===== src/rtl/vram_arbiter.sv =====
// vram_arbiter: shares one single-port synchronous VRAM between VGA scanout and
// two round-robin requesters.
//   - Display fetch slot: one word per 8 pixels, fetched one word ahead of the beam.
//   - All other cycles go to req0/req1, alternating when both are requesting.
// Ports:
//   clk, rst                    pixel clock, synchronous active-high reset
//   x_pos, y_pos                10-bit timing counters (wrap mod 1024)
//   req*/addr*/we*/wdata*       requester access (req held until gnt)
//   gnt*                        combinational grant, high in the decision cycle
//   rvalid*, rdata              requester read return, 2 cycles after gnt
//   disp_dvalid/word/data       display word return, 2 cycles after its slot
//   ram_en/we/addr/wdata        registered VRAM command
//   ram_rdata                   VRAM read data, 1 cycle after a read command
module vram_arbiter #(
   parameter int unsigned       ADDR_W     = 16,
   parameter int unsigned       DATA_W     = 8,
   parameter int unsigned       WORDS_LINE = 80,
   parameter int unsigned       LINES      = 480,
   parameter logic [ADDR_W-1:0] FB_BASE    = '0
) (
   input  logic              clk,
   input  logic              rst,
   input  logic [9:0]        x_pos,
   input  logic [9:0]        y_pos,
   input  logic              req0,
   input  logic [ADDR_W-1:0] addr0,
   input  logic              we0,
   input  logic [DATA_W-1:0] wdata0,
   input  logic              req1,
   input  logic [ADDR_W-1:0] addr1,
   input  logic              we1,
   input  logic [DATA_W-1:0] wdata1,
   output logic              gnt0,
   output logic              gnt1,
   output logic              rvalid0,
   output logic              rvalid1,
   output logic [DATA_W-1:0] rdata,
   output logic              disp_dvalid,
   output logic [6:0]        disp_word,
   output logic [DATA_W-1:0] disp_data,
   output logic              ram_en,
   output logic              ram_we,
   output logic [ADDR_W-1:0] ram_addr,
   output logic [DATA_W-1:0] ram_wdata,
   input  logic [DATA_W-1:0] ram_rdata
);

   localparam logic [9:0] X_END = 10'(WORDS_LINE * 8);
   localparam logic [9:0] Y_END = 10'(LINES);

   logic [9:0]        xp8;
   logic              disp_slot;
   logic [ADDR_W-1:0] disp_addr;
   // Set when the last grant went to req0, so req1 wins the next tie.
   logic              prio1_q;
   // Stage-1 tags: what the command now on ram_* will return next cycle.
   logic              rd0_q, rd1_q, disp_q;
   logic [6:0]        word_q;

   always_comb begin
      xp8       = x_pos + 10'd8;
      disp_slot = (xp8[2:0] == 3'd0) && (xp8 < X_END) && (y_pos < Y_END);
      // Multiply in ADDR_W so the line offset truncates to the address width.
      disp_addr = FB_BASE + ADDR_W'(y_pos) * ADDR_W'(WORDS_LINE) + ADDR_W'(xp8[9:3]);
      gnt0      = !rst && !disp_slot && req0 && (!req1 || !prio1_q);
      gnt1      = !rst && !disp_slot && req1 && (!req0 || prio1_q);
   end

   always_ff @(posedge clk) begin
      if (rst) begin
         prio1_q     <= 1'b0;
         ram_en      <= 1'b0;
         ram_we      <= 1'b0;
         ram_addr    <= '0;
         ram_wdata   <= '0;
         rd0_q       <= 1'b0;
         rd1_q       <= 1'b0;
         disp_q      <= 1'b0;
         word_q      <= '0;
         rvalid0     <= 1'b0;
         rvalid1     <= 1'b0;
         disp_dvalid <= 1'b0;
         disp_word   <= '0;
      end else begin
         if (gnt0) begin
            prio1_q <= 1'b1;
         end else if (gnt1) begin
            prio1_q <= 1'b0;
         end

         ram_en <= disp_slot | gnt0 | gnt1;
         if (disp_slot) begin
            ram_we   <= 1'b0;
            ram_addr <= disp_addr;
         end else if (gnt0) begin
            ram_we    <= we0;
            ram_addr  <= addr0;
            ram_wdata <= wdata0;
         end else if (gnt1) begin
            ram_we    <= we1;
            ram_addr  <= addr1;
            ram_wdata <= wdata1;
         end

         rd0_q  <= gnt0 & ~we0;
         rd1_q  <= gnt1 & ~we1;
         disp_q <= disp_slot;
         if (disp_slot) begin
            word_q <= xp8[9:3];
         end

         rvalid0     <= rd0_q;
         rvalid1     <= rd1_q;
         disp_dvalid <= disp_q;
         if (disp_q) begin
            disp_word <= word_q;
         end
      end
   end

   // VRAM data arrives exactly when the matching valid is high; gating keeps the
   // data outputs at zero through reset and idle cycles.
   always_comb begin
      rdata     = (rvalid0 | rvalid1 | disp_dvalid) ? ram_rdata : '0;
      disp_data = disp_dvalid ? ram_rdata : '0;
   end

endmodule


===== config.mk =====
export PLATFORM = sky130hd
export DESIGN_NAME = vram_arbiter
export DESIGN_NICKNAME = d
export VERILOG_FILES = /design/src/rtl/vram_arbiter.sv
export SDC_FILE = /design/constraint.sdc
export NUM_CORES = 1
export LEC_CHECK = 0
export CORE_MARGIN = 5
export CORE_UTILIZATION = 46
export DETAILED_ROUTE_END_ITERATION = 7
export GPL_TIMING_DRIVEN = 0
export HOLD_SLACK_MARGIN = 0.12
export PLACE_DENSITY = 0.86
export SLEW_MARGIN = 40
export SYNTH_ARGS = -nofsm -noshare
export SYNTH_HDL_FRONTEND = slang
export SYNTH_SLANG_ARGS = --single-unit

===== constraint.sdc =====
create_clock -name clk -period 7.7 [get_ports clk]
set_clock_uncertainty 0.1 [all_clocks]
set_input_delay 1.155 -clock clk [delete_from_list [all_inputs] [get_ports clk]]
set_output_delay 1.155 -clock clk [all_outputs]
set_load 0.01 [all_outputs]

* Word level (Yosys, flattened, before mapping)
Cells that the tools add are included.
** Operators by class
- $add $sub $neg :: 2
- Shifts and indexed selects :: 0
- Equality and inequality tests :: 0
- Bitwise gates (word level) :: 9
- $lt $le $gt $ge :: 2
- Reductions and logical operators :: 19
- Mux-type cells :: 11
- Div/mod/pow operators :: 0
- Multipliers :: 1
** Operators with widths (count)
- $mux 16 :: 3
- $mux 8 :: 4
- $add 16x7->16 :: 1
- $mul 10x3->12 const B :: 1
- $add 10x4->10 const B :: 1
- $lt 10x10->1 const B :: 1
- $lt 10x9->1 const B :: 1
- $logic_and 1x1->1 :: 7
- $logic_not 1->1 :: 5
- $mux 1 :: 4
- $or 1x1->1 :: 4
- $logic_not 3->1 :: 1
- $not 1->1 :: 3
- $reduce_bool 3->1 :: 1
- $and 1x1->1 :: 2
- $logic_or 1x1->1 :: 2
- $reduce_and 2->1 :: 1
- $reduce_bool 2->1 :: 1
- $reduce_or 2->1 :: 1
** Word-level totals
- Memories :: 0
- Memory bits (read-only) :: 0
- Input bits :: 82
- Bits in latches :: 0
- RAM bits :: 0
- Register bits :: 47
- Output and inout port bits :: 54
- Word-level logic and storage cells :: 57

* Logic depth before layout (Yosys ltp)
Gate-level depths: netlist of run 1.
- Depth after elaboration :: 11
- Gate-level depth with buffers :: 12
- Depth with buffers taken out :: 12

* Least setup slack after synthesis of run 1
Ideal clock, no wire load.
- Kind :: in2out
- From :: input port x_pos[3]
- To :: output port gnt0
- Required time :: 6.445 ns
- Arrival time :: 2.606 ns
- Path buffers :: 2
- Path slack :: 3.839 ns
- Cell stages on the path :: 8
- Cells stage by stage :: ha_1 -> nand3_1 -> xnor2_1 -> nor3_1 -> o211a_1 -> buf_2 -> clkbuf_1 -> nor3_1
** On the way
- Longest elaborated chain between the ends :: 8
** Ends and longest elaborated chain
- start: declaration :: RTL line 23 : input logic [9:0] x_pos,
- $add 10x4->10 :: RTL line 61 : xp8 = x_pos + 10'd8;
- net xp8[7] :: RTL line 51 : logic [9:0] xp8;
- $lt 10x10->1 :: RTL line 62 : disp_slot = (xp8[2:0] == 3'd0) && (xp8 < X_END) && (y_pos < Y_END);
- $logic_and 1x1->1 (2 in a row) :: RTL line 62
- $logic_not 1->1 :: RTL line 65 : gnt0 = !rst && !disp_slot && req0 && (!req1 || !prio1_q);
- $logic_and 1x1->1 (3 in a row) :: RTL line 65
- end: declaration :: RTL line 33 : output logic gnt0,
The timed path passes the listed nets, and every way through them passes these cells.

* Worst setup path after layout of run 1
- From :: input port x_pos[3]
- To :: output port gnt1
** On the way
- Longest elaborated chain between the ends :: 8
** Ends and longest elaborated chain
- $add 10x4->10 :: RTL line 61
- net xp8[7] :: RTL line 51
- $lt 10x10->1 :: RTL line 62
- $logic_and 1x1->1 (2 in a row) :: RTL line 62
- $logic_not 1->1 :: RTL line 66 : gnt1 = !rst && !disp_slot && req1 && (!req0 || prio1_q);
- $logic_and 1x1->1 (3 in a row) :: RTL line 66
- end: declaration :: RTL line 34 : output logic gnt1,
The timed path passes the listed nets, and every way through them passes these cells.

==> metrics.yaml, run 1 <==
status: "finished, final reports clean"
vdd_drop_max_v: 0.0000716
hold_path.class: "flop to flop"
fin_tns_setup_ps: 0
cts_max_path_buffers: 2
multi_input_area_sq_mm: 0.00201
grt_pass1_wl_mm: 16.1
combPwrFrac_pct: 36.8
worst-r2r-setup-slack_ps: 5490
n_antenna_cell: 0
swShare_pct: 30.8
cts_setup_buffers: 0
final_common_cell: "clkdlybuf4s50_1"
finalHoldViolCount: 0
clk_pin_slew_ps: 80
synth_nets: 463
numCtsBuffers: 5
cp.required_ps: 6440
synth_edf_count: 0
dp.final_hpwl_mm: 8.34
rows: 30
syn_inst: 359
fin_nets: 604
io_buffers: 134
seqPwrFrac_pct: 41.0
crit_chain: "clkdlybuf4s50_1 -> ha_1 -> nand3_1 -> xnor2_1 -> nor3_1 -> o211a_1 -> buf_2 -> clkbuf_1 -> nor3_1 -> clkdlybuf4s50_1"
period_share_pct: 69.2
min_period_ps: 5330
avgRoutedWirePerCell_microns: 17.3
cts_root_buffer: "clkbuf_8"
drive_gt1_share_pct: 6.59
avgSynthCellArea_sq_um: 8.70
startpoint_type: "input port"
start_util_pct: 46.7
nFillCells: 535
drv_slew: 0
maxSlewHeadroom_pct: 47.9
die_area_sq_mm: 0.00853
synthTopCellsByArea: "dfxtp_1 (30%), ha_1 (8.0%), mux2i_1 (6.1%)"
overflow: 0
via_per_inst: 5.68
cts_hold_buf: 0
first_global_vias: 3353
ys_seq_area_share_pct: 30.1
core_sq_mm: 0.00668
place_congestion: 0.879
drt-initial-drc-count: 161
setup_viol: 0
post_cts_resized: 0
vias: 3302
antenna_left: 0
power_leakage_nw: 1.74
antenna_found_initial: 0
crit_fanout: 10
maxCapViolations: 0
end_kind: "output port"
p_sw_uw: 198
ys.warnings.count: 0
max_stage_delay_ps: 550
insertion_delay_ps: 300
cts_tree: "built"
synth-async-reset-ratio_pct: 0
rsz0062_at_grt: "false"
htreeDepth: 2
cpMaxStageDelayCell: "clkdlybuf4s50_1"
syn_area_sq_mm: 0.00312
ioPinCount: 136
clock_power_share_pct: 22.3
total_power_uw: 644
synthFlopType: "dfxtp_1"
worstMarginPinSlew_ps: 776
synth_top_area_share_pct: 30.1
layout.cells.non_filler: 581
die_y_microns: 92.4
layout_common_cells: "clkdlybuf4s50_1 (134), dfxtp_1 (47), nand2_1 (23), a21oi_1 (23), nor2_1 (21)"
grt_max_degree: 15
synth_seq_cells: 47
p_int_uw: 446
worstSetupPathType: "input port to output port"
fmax_mhz: 188
first_pass_iters: 4
p_per_area_mw_per_mm2: 139
arrival_ps: 4080
wl_mm: 10.0
placed_cells: 573
whs_ps: 347
ff_latch_area_sq_um: 941
synth_top_area_cell: "dfxtp_1"
track_usage_pct: 23.2
yosysUniqueCellTypes: 58
route.detailed.drc: 0
die_x_microns: 92.4
syn2layout_area_growth_pct: 48.9
clkSinkCount: 47
==> registers in the layout, indices dropped and copies added (netlist names) <==
signal	cells
disp_q	1
prio1_q	1
disp_word	7
ram_wdata	8
rd1_q	1
rvalid0	1
ram_we	1
rvalid1	1
ram_en	1
rd0_q	1
word_q	7
ram_addr	16
disp_dvalid	1
==> cell families after synthesis <==
logic type,count (synthesis),share of synthesized area [%]
AO/OA/AOI/OAI,116,27.2
AND/OR/NAND/NOR,106,17.6
flip-flops,47,30.1
buffers and inverters,35,5.37
adder cells (fa/ha/maj),22,9.30
multiplexers,19,6.09
XOR/XNOR,14,4.37
==> power groups by stage <==
stage | combinational (mW) | sequential, mW | clock, mW
floorplan | 0.131 | 0.273 | 0
finish | 0.237 | 0.264 | 0.144
detailed placement | 0.234 | 0.269 | 0
CTS | 0.236 | 0.264 | 0.147
global route | 0.258 | 0.265 | 0.159
global placement | 0.230 | 0.269 | 0
==> critical path: cells and delay by family <==
family          cells  cell delay [ps]
buf+inv             4             1700
simple gates        3              620
fa+ha+maj           1              230
compound gates      1              190
xor+xnor            1              180
==> routing by layer <==
| layer | part of all wire (%) | GRT usage, % | vias up |
|---|---|---|---|
| met3 | 7.8 | 4.87 | 20 |
| li1 | - | - | 1618 |
| met1 | 40 | 26.3 | 1510 |
| met4 | 2.1 | 7.43 | 0 |
| met5 | 0 | 0 | - |
| met2 | 51 | 42.8 | 154 |
==> synth_stat cells (all sizes together) (2+ instances only) <==
library cell	count
a2111oi	2
a211o	3
a211oi	17
a21boi	2
a21o	2
a21oi	23
a311oi	12
a31oi	9
and2	8
and3	2
buf	8
clkbuf	16
dfxtp	47
dlygate4sd1	2
fa	2
ha	20
inv	9
mux2i	19
nand2	23
nand3	12
nand3b	2
nor2	21
nor2b	12
nor3	9
nor3b	3
nor4	4
o211ai	9
o21a	5
o21ai	20
o22ai	4
or2	4
xnor2	8
xor2	5
==> through the flow <==
step	area [sq um]	utilization, %	setup slack (ps)
after floorplan	3120	-	3840
after global placement	4560	68.3	2400
after detailed placement	4560	68.3	2400
after CTS	4650	69.6	2390
after global routing	4650	69.6	2190
final	4650	69.6	2370
==> path summary, 6_finish.rpt <==
kind / from / endpoint / depth (start not counted)
setup / recovery: x_pos[3] / gnt1 / 10
setup reg to reg: prio1_q / ram_addr[11] / 9
hold / removal: rd0_q / rvalid0 / 1
hold reg to reg: rd0_q / rvalid0 / 1
==> layout make-up <==
cell class	count	share of cell area [%]
buffer	26	2.88
clock buffer	6	1.56
clock inverter	2	0.269
inverter	9	0.727
multi-input combinational	277	43.3
sequential	47	20.2
tap	80	2.15
timing repair buffer	134	28.9
(Power assumes the default switching activity.)
==> inputs of run 2 (changes only) <==
--- a/config.mk
+++ b/config.mk
@@ -6,11 +6,11 @@
 export NUM_CORES = 1
 export LEC_CHECK = 0
 export CORE_MARGIN = 5
-export CORE_UTILIZATION = 46
+export CORE_UTILIZATION = 43
 export DETAILED_ROUTE_END_ITERATION = 7
 export GPL_TIMING_DRIVEN = 0
 export HOLD_SLACK_MARGIN = 0.12
-export PLACE_DENSITY = 0.86
+export PLACE_DENSITY = 0.82
 export SLEW_MARGIN = 40
 export SYNTH_ARGS = -nofsm -noshare
 export SYNTH_HDL_FRONTEND = slang
==> constraint.sdc (replaced) <==
create_clock -name clk -period 4.98 [get_ports clk]
set_clock_uncertainty 0.1 [all_clocks]
set_input_delay 0.747 -clock clk [delete_from_list [all_inputs] [get_ports clk]]
set_output_delay 0.747 -clock clk [all_outputs]
set_load 0.01 [all_outputs]
==> metrics.yaml, run 2 (synthesis results as in run 1) <==
reg_top3: "ram_addr (16), ram_wdata (8)"
rows: 31  # +3.3%
io_buffers: 134  # unchanged
worstSetupPathType: "input port to output port"
drive_gt1_share_pct: 6.99  # +0.40 points
avgRoutedWirePerCell_microns: 16.9  # -2.2%
cts_max_path_buffers: 2  # unchanged
core_sq_mm: 0.00718  # +7.4%
maxSlewHeadroom_pct: 60.8  # +13 points
cts_hold_buf: 0  # unchanged
numCtsBuffers: 5  # unchanged
grt_pass1_wl_mm: 15.3  # -4.7%
critPathBufInv: 4  # unchanged
antenna_found_initial: 0  # unchanged
cts_setup_buffers: 0  # unchanged
wl_mm: 10.1  # +1.0%
p_per_area_mw_per_mm2: 225  # +62%
antenna_left: 0  # unchanged
track_usage_pct: 21.6  # -1.6 points
power_leakage_nw: 1.76  # +1.0%
cts_root_buffer: "clkbuf_8"
first_pass_iters: 4  # unchanged
max_stage_delay_ps: 530  # -20 ps
crit_fanout: 10  # unchanged
drt-initial-drc-count: 128  # -20%
fin_nets: 604  # unchanged
setup_viol: 0  # unchanged
layout_common_cells: "clkdlybuf4s50_1 (134), dfxtp_1 (47), nand2_1 (23), a21oi_1 (23), nor2_1 (21)"
arrival_ps: 3740  # -340 ps
end_kind: "output port"
route.detailed.drc: 0  # unchanged
place_congestion: 0.866  # -1.5%
final_common_cell: "clkdlybuf4s50_1"
via_per_inst: 5.55  # -2.4%
worstMarginPinSlew_ps: 588  # -188 ps
nFillCells: 602  # +13%
die_x_microns: 95.2  # +3.1%
cp.required_ps: 4130  # -2310 ps
first_global_vias: 3226  # -3.8%
whs_ps: 343  # -4.29 ps
htreeDepth: 2  # unchanged
start_util_pct: 43.5  # -3.2 points
cpMaxStageDelayCell: "clkdlybuf4s50_1"
maxCapViolations: 0  # unchanged
clk_pin_slew_ps: 90  # about the same
ioPinCount: 136  # unchanged
cts_tree: "built"
insertion_delay_ps: 300  # about the same
die_y_microns: 95.2  # +3.1%
vdd_drop_max_v: 0.000118  # +65%
fin_tns_setup_ps: 0  # unchanged
vias: 3328  # +0.79%
placed_cells: 592  # +3.3%
finalHoldViolCount: 0  # unchanged
layout.cells.non_filler: 600  # +3.3%
regMostFlops: "ram_addr"
die_area_sq_mm: 0.00906  # +6.2%
overflow: 0  # unchanged
syn2layout_area_growth_pct: 50.7
status: "finished, final reports clean"
grt_max_degree: 16  # +1
min_period_ps: 4590
n_antenna_cell: 0  # unchanged
post_cts_resized: 0  # unchanged
startpoint_type: "input port"
drv_slew: 0  # unchanged
fmax_mhz: 218
hold_path.class: "flop to flop"
ff_latch_area_sq_um: 941  # unchanged
total_power_mw: 1.06  # +64%
clkSinkCount: 47  # unchanged
rsz0062_at_grt: "false"
period_share_pct: 92.2
multi_input_area_sq_mm: 0.00202  # +0.25%
crit_family: "buffers and inverters"
dp.final_hpwl_mm: 8.27  # -0.85%
crit_chain: "clkdlybuf4s50_1 -> ha_1 -> nand3_1 -> xnor2_1 -> nor3_1 -> o211a_1 -> buf_2 -> clkbuf_1 -> nor3_1 -> clkdlybuf4s50_1"
largest_register_ffs: 16  # unchanged
## run 2: cell types whose count changed in the layout (fill, tap and decap cells not counted)
cell,previous run,this run
clkinvlp_4,1,0
bufinv_16,0,1
clkinv_4,0,1
clkbuf_1,16,15
nor3_2,0,1
nor3_1,9,8
## run 2: metrics by stage
stage / setup slack, ps / area [sq um] / utilization, %
after floorplan: 1770 / 3120 / -
after global placement: 475 / 4590 / 63.9
after detailed placement: 421 / 4590 / 63.9
after CTS: 415 / 4700 / 65.5
after global routing: 269 / 4700 / 65.6
final: 391 / 4700 / 65.6
## run 2: layout make-up
class / count / area share [%]
tap: 99 / 2.63
sequential: 47 / 20.0
clock buffer: 5 / 1.46
buffer: 26 / 2.85
inverter: 9 / 0.718
clock inverter: 3 / 0.931
timing repair buffer: 134 / 28.5
multi-input combinational: 277 / 42.9
## run 2: path summary, 6_finish.rpt
kind,slack [ps],to,cells past startpoint,startpoint
worst max-delay path,390,gnt1,10,x_pos[3]
worst min-delay path,340,rvalid1,1,rd1_q
worst max register to register,2760,ram_addr[11],9,prio1_q
worst min register to register,340,rvalid1,1,rd1_q
## run 2: per-layer routing
metal	global-route usage, %	part of all wire [%]
met5	0	0
met3	5.37	9.2
met4	6.25	2.0
met2	41.5	51
met1	22.9	38
## run 2: report_power, final
group	switching (mW)	internal, mW
Combinational	0.173	0.195
Clock	0.133	0.150
Sequential	0.0108	0.396
## run 2: worst reg2reg max path: stages, from the launching register on
cell and delay [ps]:
dfxtp_1 300, clkbuf_4 160, a21bo_2 190, clkbuf_1 220
nor2_1 250, buf_2 340, nand2_1 100, a21oi_1 190
a211oi_1 80, a211oi_1 210
==> inputs of run 3 (changes only) <==
--- a/config.mk
+++ b/config.mk
@@ -15,3 +15,4 @@
 export SYNTH_ARGS = -nofsm -noshare
 export SYNTH_HDL_FRONTEND = slang
 export SYNTH_SLANG_ARGS = --single-unit
+export TNS_END_PERCENT = 20
==> constraint.sdc (replaced) <==
create_clock -name clk -period 4.98 [get_ports clk]
set_clock_uncertainty 0.1 [all_clocks]
set_input_delay 0.747 -clock clk [delete_from_list [all_inputs] [get_ports clk]]
set_output_delay 0.747 -clock clk [all_outputs]
set_load 0.005 [all_outputs]
==> results of run 3 <==
Same layout as run 2 (identical final DEF). Status: finished, final reports clean.
Among the figures that moved: setup slack after placement 421 ps -> 451 ps; setup slack after layout 391 ps -> 421 ps; total power 1.06 mW -> 1.05 mW
